$ cat config.mk
export PLATFORM = sky130hd
export DESIGN_NAME = pcim_rd_arbiter
export DESIGN_NICKNAME = d
export VERILOG_FILES = /design/src/rtl/pcim_arb_pkg.sv /design/src/rtl/pcim_rd_arbiter_rr_pick.sv /design/src/rtl/pcim_rd_arbiter.sv
export SDC_FILE = /design/constraint.sdc
export NUM_CORES = 1
export LEC_CHECK = 0
export CAP_MARGIN = 15
export CORE_AREA = 2 2 560 562
export DETAILED_ROUTE_END_ITERATION = 10
export DIE_AREA = 0 0 562 564
export PLACE_DENSITY = 0.31
export SLEW_MARGIN = 5
export SYNTH_ARGS = -nofsm -noshare
export SYNTH_HDL_FRONTEND = slang
export SYNTH_SLANG_ARGS = --single-unit
$ cat constraint.sdc
create_clock -name clk_main_a0 -period 7.2 [get_ports clk_main_a0]
set_input_delay 0.72 -clock clk_main_a0 [delete_from_list [all_inputs] [get_ports clk_main_a0]]
set_output_delay 0.72 -clock clk_main_a0 [all_outputs]
set_load 0.02 [all_outputs]
$ cat src/rtl/pcim_arb_pkg.sv
// Shared types and constants for the PCIM read-path arbiter and its helpers.
package pcim_arb_pkg;

  typedef enum logic {
    IDLE,
    ISSUE
  } arb_state_e;

  localparam logic [2:0] PCIM_ARSIZE_64B = 3'b110;
  localparam int         PCIM_ID_W       = 16;

endpackage

$ cat src/rtl/pcim_rd_arbiter_rr_pick.sv
// Combinational round-robin picker: first eligible index at or after ptr, wrapping.
module rr_pick #(
  parameter int NUM_REQ = 4,
  parameter int IDX_W   = $clog2(NUM_REQ)
) (
  input  logic [NUM_REQ-1:0] elig,
  input  logic [IDX_W-1:0]   ptr,
  output logic               found,
  output logic [IDX_W-1:0]   idx
);

  int cand;

  always_comb begin
    found = 1'b0;
    idx   = '0;
    cand  = 0;
    for (int k = 0; k < NUM_REQ; k++) begin
      cand = (int'(ptr) + k) % NUM_REQ;
      if (!found && elig[IDX_W'(cand)]) begin
        found = 1'b1;
        idx   = IDX_W'(cand);
      end
    end
  end

endmodule

$ cat src/rtl/pcim_rd_arbiter.sv
// Round-robin sharing of the PCIM AR/R channels among NUM_REQ DMA read clients,
// with per-client outstanding-burst credit and rid-based R steering.
module pcim_rd_arbiter
  import pcim_arb_pkg::*;
#(
  parameter int NUM_REQ = 4,
  parameter int ADDR_W  = 64,
  parameter int DATA_W  = 512,
  parameter int ID_W    = PCIM_ID_W,
  parameter int MAX_OUT = 4
) (
  input  logic                    clk_main_a0,
  input  logic                    rst_main,
  input  logic [NUM_REQ-1:0]      req_arvalid,
  input  logic [NUM_REQ*ADDR_W-1:0] req_araddr,
  input  logic [NUM_REQ*8-1:0]    req_arlen,
  output logic [NUM_REQ-1:0]      req_arready,
  output logic [NUM_REQ-1:0]      rsp_rvalid,
  output logic [DATA_W-1:0]       rsp_rdata,
  output logic [1:0]              rsp_rresp,
  output logic                    rsp_rlast,
  input  logic [NUM_REQ-1:0]      rsp_rready,
  output logic                    pcim_arvalid,
  output logic [ADDR_W-1:0]       pcim_araddr,
  output logic [ID_W-1:0]         pcim_arid,
  output logic [7:0]              pcim_arlen,
  output logic [2:0]              pcim_arsize,
  input  logic                    pcim_arready,
  input  logic                    pcim_rvalid,
  input  logic [DATA_W-1:0]       pcim_rdata,
  input  logic [ID_W-1:0]         pcim_rid,
  input  logic [1:0]              pcim_rresp,
  input  logic                    pcim_rlast,
  output logic                    pcim_rready,
  output logic                    rid_err
);

  localparam int IDX_W = $clog2(NUM_REQ);
  localparam int CNT_W = 4;

  arb_state_e         state_q, state_d;
  logic [IDX_W-1:0]   rr_ptr_q, rr_ptr_d;
  logic               rid_err_q, rid_err_d;
  logic [CNT_W-1:0]   cnt_q [NUM_REQ];
  logic [CNT_W-1:0]   cnt_d [NUM_REQ];
  logic [IDX_W-1:0]   win_q, win_d;
  logic [ADDR_W-1:0]  addr_q, addr_d;
  logic [7:0]         len_q, len_d;

  logic [NUM_REQ-1:0] elig;
  logic [NUM_REQ-1:0] cnt_inc;
  logic [NUM_REQ-1:0] cnt_dec;
  logic               found;
  logic [IDX_W-1:0]   win_idx;
  logic               grant;
  logic               ar_hs;
  logic               rid_ok;
  logic [IDX_W-1:0]   rid_idx;
  logic               r_hs_last;

  always_comb begin
    elig = '0;
    for (int i = 0; i < NUM_REQ; i++) begin
      elig[i] = req_arvalid[i] && (cnt_q[i] < CNT_W'(MAX_OUT));
    end
  end

  rr_pick #(
    .NUM_REQ (NUM_REQ),
    .IDX_W   (IDX_W)
  ) u_rr_pick (
    .elig  (elig),
    .ptr   (rr_ptr_q),
    .found (found),
    .idx   (win_idx)
  );

  // Grant is masked by reset so req_arready reads 0 while reset is held.
  assign grant     = (state_q == IDLE) && found && !rst_main;
  assign ar_hs     = (state_q == ISSUE) && pcim_arready;
  assign rid_ok    = pcim_rid < ID_W'(NUM_REQ);
  assign rid_idx   = pcim_rid[IDX_W-1:0];
  assign r_hs_last = pcim_rvalid && rid_ok && rsp_rready[rid_idx] && pcim_rlast;

  always_comb begin
    req_arready = '0;
    if (grant) req_arready[win_idx] = 1'b1;
  end

  always_comb begin
    rsp_rvalid = '0;
    if (rid_ok) rsp_rvalid[rid_idx] = pcim_rvalid;
  end

  assign pcim_rready = rid_ok ? rsp_rready[rid_idx] : 1'b1;
  assign rsp_rdata   = pcim_rdata;
  assign rsp_rresp   = pcim_rresp;
  assign rsp_rlast   = pcim_rlast;

  assign pcim_arvalid = (state_q == ISSUE);
  assign pcim_araddr  = addr_q;
  assign pcim_arid    = ID_W'(win_q);
  assign pcim_arlen   = len_q;
  assign pcim_arsize  = PCIM_ARSIZE_64B;
  assign rid_err      = rid_err_q;

  always_comb begin
    state_d   = state_q;
    rr_ptr_d  = rr_ptr_q;
    rid_err_d = rid_err_q;
    case (state_q)
      IDLE: begin
        if (grant) begin
          state_d  = ISSUE;
          rr_ptr_d = (win_idx == IDX_W'(NUM_REQ - 1)) ? '0 : win_idx + IDX_W'(1);
        end
      end
      ISSUE: begin
        if (pcim_arready) state_d = IDLE;
      end
      default: state_d = IDLE;
    endcase
    if (pcim_rvalid && !rid_ok) rid_err_d = 1'b1;
  end

  // Coincident issue and retire on one requester cancel out; retire at zero saturates.
  always_comb begin
    cnt_inc = '0;
    cnt_dec = '0;
    for (int i = 0; i < NUM_REQ; i++) begin
      cnt_inc[i] = ar_hs && (win_q == IDX_W'(i));
      cnt_dec[i] = r_hs_last && (rid_idx == IDX_W'(i));
      cnt_d[i]   = cnt_q[i];
      if (cnt_inc[i] && !cnt_dec[i]) begin
        cnt_d[i] = cnt_q[i] + CNT_W'(1);
      end else if (cnt_dec[i] && !cnt_inc[i] && (cnt_q[i] != '0)) begin
        cnt_d[i] = cnt_q[i] - CNT_W'(1);
      end
    end
  end

  always_comb begin
    win_d  = win_q;
    addr_d = addr_q;
    len_d  = len_q;
    if (grant) begin
      win_d  = win_idx;
      addr_d = req_araddr[int'(win_idx)*ADDR_W +: ADDR_W];
      len_d  = req_arlen[int'(win_idx)*8 +: 8];
    end
  end

  always_ff @(posedge clk_main_a0 or posedge rst_main) begin
    if (rst_main) begin
      state_q   <= IDLE;
      rr_ptr_q  <= '0;
      rid_err_q <= 1'b0;
      for (int i = 0; i < NUM_REQ; i++) cnt_q[i] <= '0;
    end else begin
      state_q   <= state_d;
      rr_ptr_q  <= rr_ptr_d;
      rid_err_q <= rid_err_d;
      for (int i = 0; i < NUM_REQ; i++) cnt_q[i] <= cnt_d[i];
    end
  end

  always_ff @(posedge clk_main_a0) begin
    win_q  <= win_d;
    addr_q <= addr_d;
    len_q  <= len_d;
  end

  cnt_underflow_a: assert property (@(posedge clk_main_a0) disable iff (rst_main)
    !(r_hs_last && (cnt_q[rid_idx] == '0) && !(ar_hs && (win_q == rid_idx))));

endmodule

==> impl_metrics.yaml <==
placed_design:
  dp_hpwl_microns: 174600
  gp_congestion: 0.8878
  placed_area_sq_mm: 0.01515
  pre_cts_slack_ns: 2.774
  portBuffers: 402
worst_setup_path:
  critPathSlowestCell: "clkdlybuf4s50_1"
  critPathLaunchType: "input pin"
  worstPathCellList: "clkdlybuf4s50_1, nor3b_1, a21oi_1, a2111oi_2, buf_4, inv_1, ha_1, and2_1, clkdlybuf4s50_1"
  crit_top_cell: "clkdlybuf4s50_1"
  crit_buf_inv: 4
  cpLargestDelayFamily: "buffers and inverters"
  rrSetupSlack_ns: 3.85
  arrival_ns: 3.70
  crit_required_ns: 6.48
  worst_path_largest_cell_delay_ns: 0.54
  setup.worst_path.end_class: "output pin"
  criticalPathCategory: "in2out"
  worstPathMaxFanout: 45
floorplanning:
  core_area_sq_mm: 0.3109
  die_y_microns: 564
  initial_utilization: 0.03200
  die_x_microns: 562
  rows: 205
  dieArea_sq_mm: 0.3170
  ios: 1448
clock_network:
  clockRootBuffer: "clkbuf_16"
  cts_buffer_depth: 2
  cts_hold_buf: 0
  cts.clk_slew.worst_paths_ns: 0.08
  cts_tree: "yes"
  htree_levels: 3
  cts_made_buffers: 9
  clock_sinks: 94
  postCtsSetupRepairBufs: 0
  insertion_delay_ns: 0.45
  cts_resized: 0
global_routing:
  grt_pass1_vias: 7688
  overflow: 0
  antenna_found_initial: 65
  grt_pass1_wl_microns: 203900
  track_usage: 0.1126
  grt_max_degree: 75
detailed_routing:
  wire_per_inst_microns: 36.38
  firstDrtPassIters: 5
  wl_microns: 186100
  vias: 7886
  drc_errors: 0
  vias_per_cell: 1.541
  ant_nets: 0
  drtIter0Drc: 360
finish:
  nNetsFinal: 1812
  final_cell_mix: "clkdlybuf4s50_1, a21oi_1, nand2_1"
  syn_to_final_growth_pct: 55.34
  drive_above_1_share: 0.04948
  finalInstanceArea_sq_mm: 0.01545
  final_common_cell: "clkdlybuf4s50_1"
timing:
  relSlewSlack: 0.3692
  fin_crit_ns: 4.423
  max_freq_mhz: 226.1
  worst_pin_slew_ns: 0.9461
  post-route-period-util: 0.6143
  rsz0062_at_grt: "false"
  fin_worst_skew_ns: 0.03884
  hold_viol: 0
  hold_ws_ns: 0.4703
  fin_tns_setup_ns: 0
  slew_viol_final: 0
  worst_slack_ns: 2.777
  setup_violations: 0
yosys:
  synth.area.top_cells: "buf_4, edfxtp_1, mux2i_1"
  avgSynthCellArea_sq_um: 9.036
  synth_edf_count: 74
  synth_area_sq_mm: 0.009948
  synth_top_area_frac: 0.4015
  synth_cells: 1101
  async_flop_share: 0.2128
  synth_flop_cell: "edfxtp_1"
  synth_cell_types: 55
  ys_seq_area_frac: 0.2737
  ys_ff_latch: 94
  yosysWarnings: 0
  yosysTopAreaCell: "buf_4"
pwr:
  vdd_ir_drop_max_uv: 169.2
  fin_total_pwr_mw: 4.249
  p_leak_nw: 3.838
  power.density_mw_per_mm2: 274.9
run_status:
  status: "finished clean"
worst_hold_path:
  hold_path.class: "reg2reg"
run:
  drv_cap: 0
-- final timing paths --
| kind | startpoint | endpoint | cells after the start |
|---|---|---|---|
| min in group asynchronous | rst_main | cnt_q[13] | 2 |
| min reg2reg | rid_err | rid_err | 1 |
| max reg2reg | cnt_q[2] | pcim_araddr[16] | 7 |
| max in group asynchronous | rst_main | cnt_q[8] | 2 |
| min | rid_err | rid_err | 1 |
| max | req_arvalid[1] | req_arready[2] | 9 |
-- power by group --
group | switching (mW) | internal [mW] | total, mW
sequential | 0.153 | 0.953 | 1.11
clock | 0.340 | 0.245 | 0.585
combinational | 1.51 | 1.05 | 2.56
total | 2.00 | 2.24 | 4.25
-- logic make-up after synthesis --
logic type	synth area share
muxes	0.08477
buffers and inverters	0.4222
other	0.0007549
AOI/OAI and AO/OA	0.1202
xor gates and xnor gates	0.007043
and+or+nand+nor	0.06817
adders and majority gates	0.02314
DFF	0.2737
-- worst reg2reg max path, stage by stage (launching register included) --
cell and delay [ns]:
dfrtp_1 0.46, or3b_2 0.54, o211ai_1 0.12, and3_4 0.46, buf_12 0.37, buf_4 0.74, mux2i_1 0.30, a22oi_1 0.08
-- cell type report --
cell class              count  area, sq um
diodes                      6        15.01
clock buffers               9        225.2
clock inverters             7        66.31
flip-flops and latches     94         2723
repair buffers            411         4104
fillers                 36810       295400
multi-input cells         440         3104
well taps                4140         5180
inverters                   9        36.28
-- through the flow --
step	std cells	util
2_1_floorplan	1116	-
3_3_place_gp	5094	0.04872
3_5_place_dp	5094	0.04872
4_1_cts	5110	0.04966
5_1_grt	5112	0.04968
6_report	5116	0.04971
-- registers in the layout, indices dropped and copies added, names as in the netlist --
signal        flops
cnt_q            16
pcim_araddr      64
win_q             2
pcim_arlen        8
rr_ptr_q          2
pcim_arvalid      1
rid_err           1
-- cells in the mapped netlist, types with 2 or more instances --
library cell,n
buf_4,532
a21oi_1,83
nand2_1,75
edfxtp_1,74
mux2i_1,73
a22oi_1,72
clkbuf_1,20
dfrtp_1,20
buf_2,15
ha_1,12
inv_1,8
mux2_2,8
and2_1,7
a21o_1,6
a31oi_1,6
buf_1,6
nand4_1,6
nor2_1,6
nor3_1,6
xor2_1,5
fa_1,4
o21ai_0,4
a211oi_1,3
nand3b_1,3
nor4_1,3
o31a_1,3
or3b_2,3
or4_1,3
or4_4,3
xnor2_1,3
conb_1,2
mux2_1,2
nand3_1,2
nand4b_1,2
-- layer usage --
metal	vias up	GRT usage	part of all wire
li1	2971	-	-
met1	3420	0.05186	0.16
met2	1292	0.2074	0.52
met3	177	0.1560	0.29
met4	26	0.02289	0.021
met5	-	0.01027	0.0027
Power figures use the tool's default switching activity.
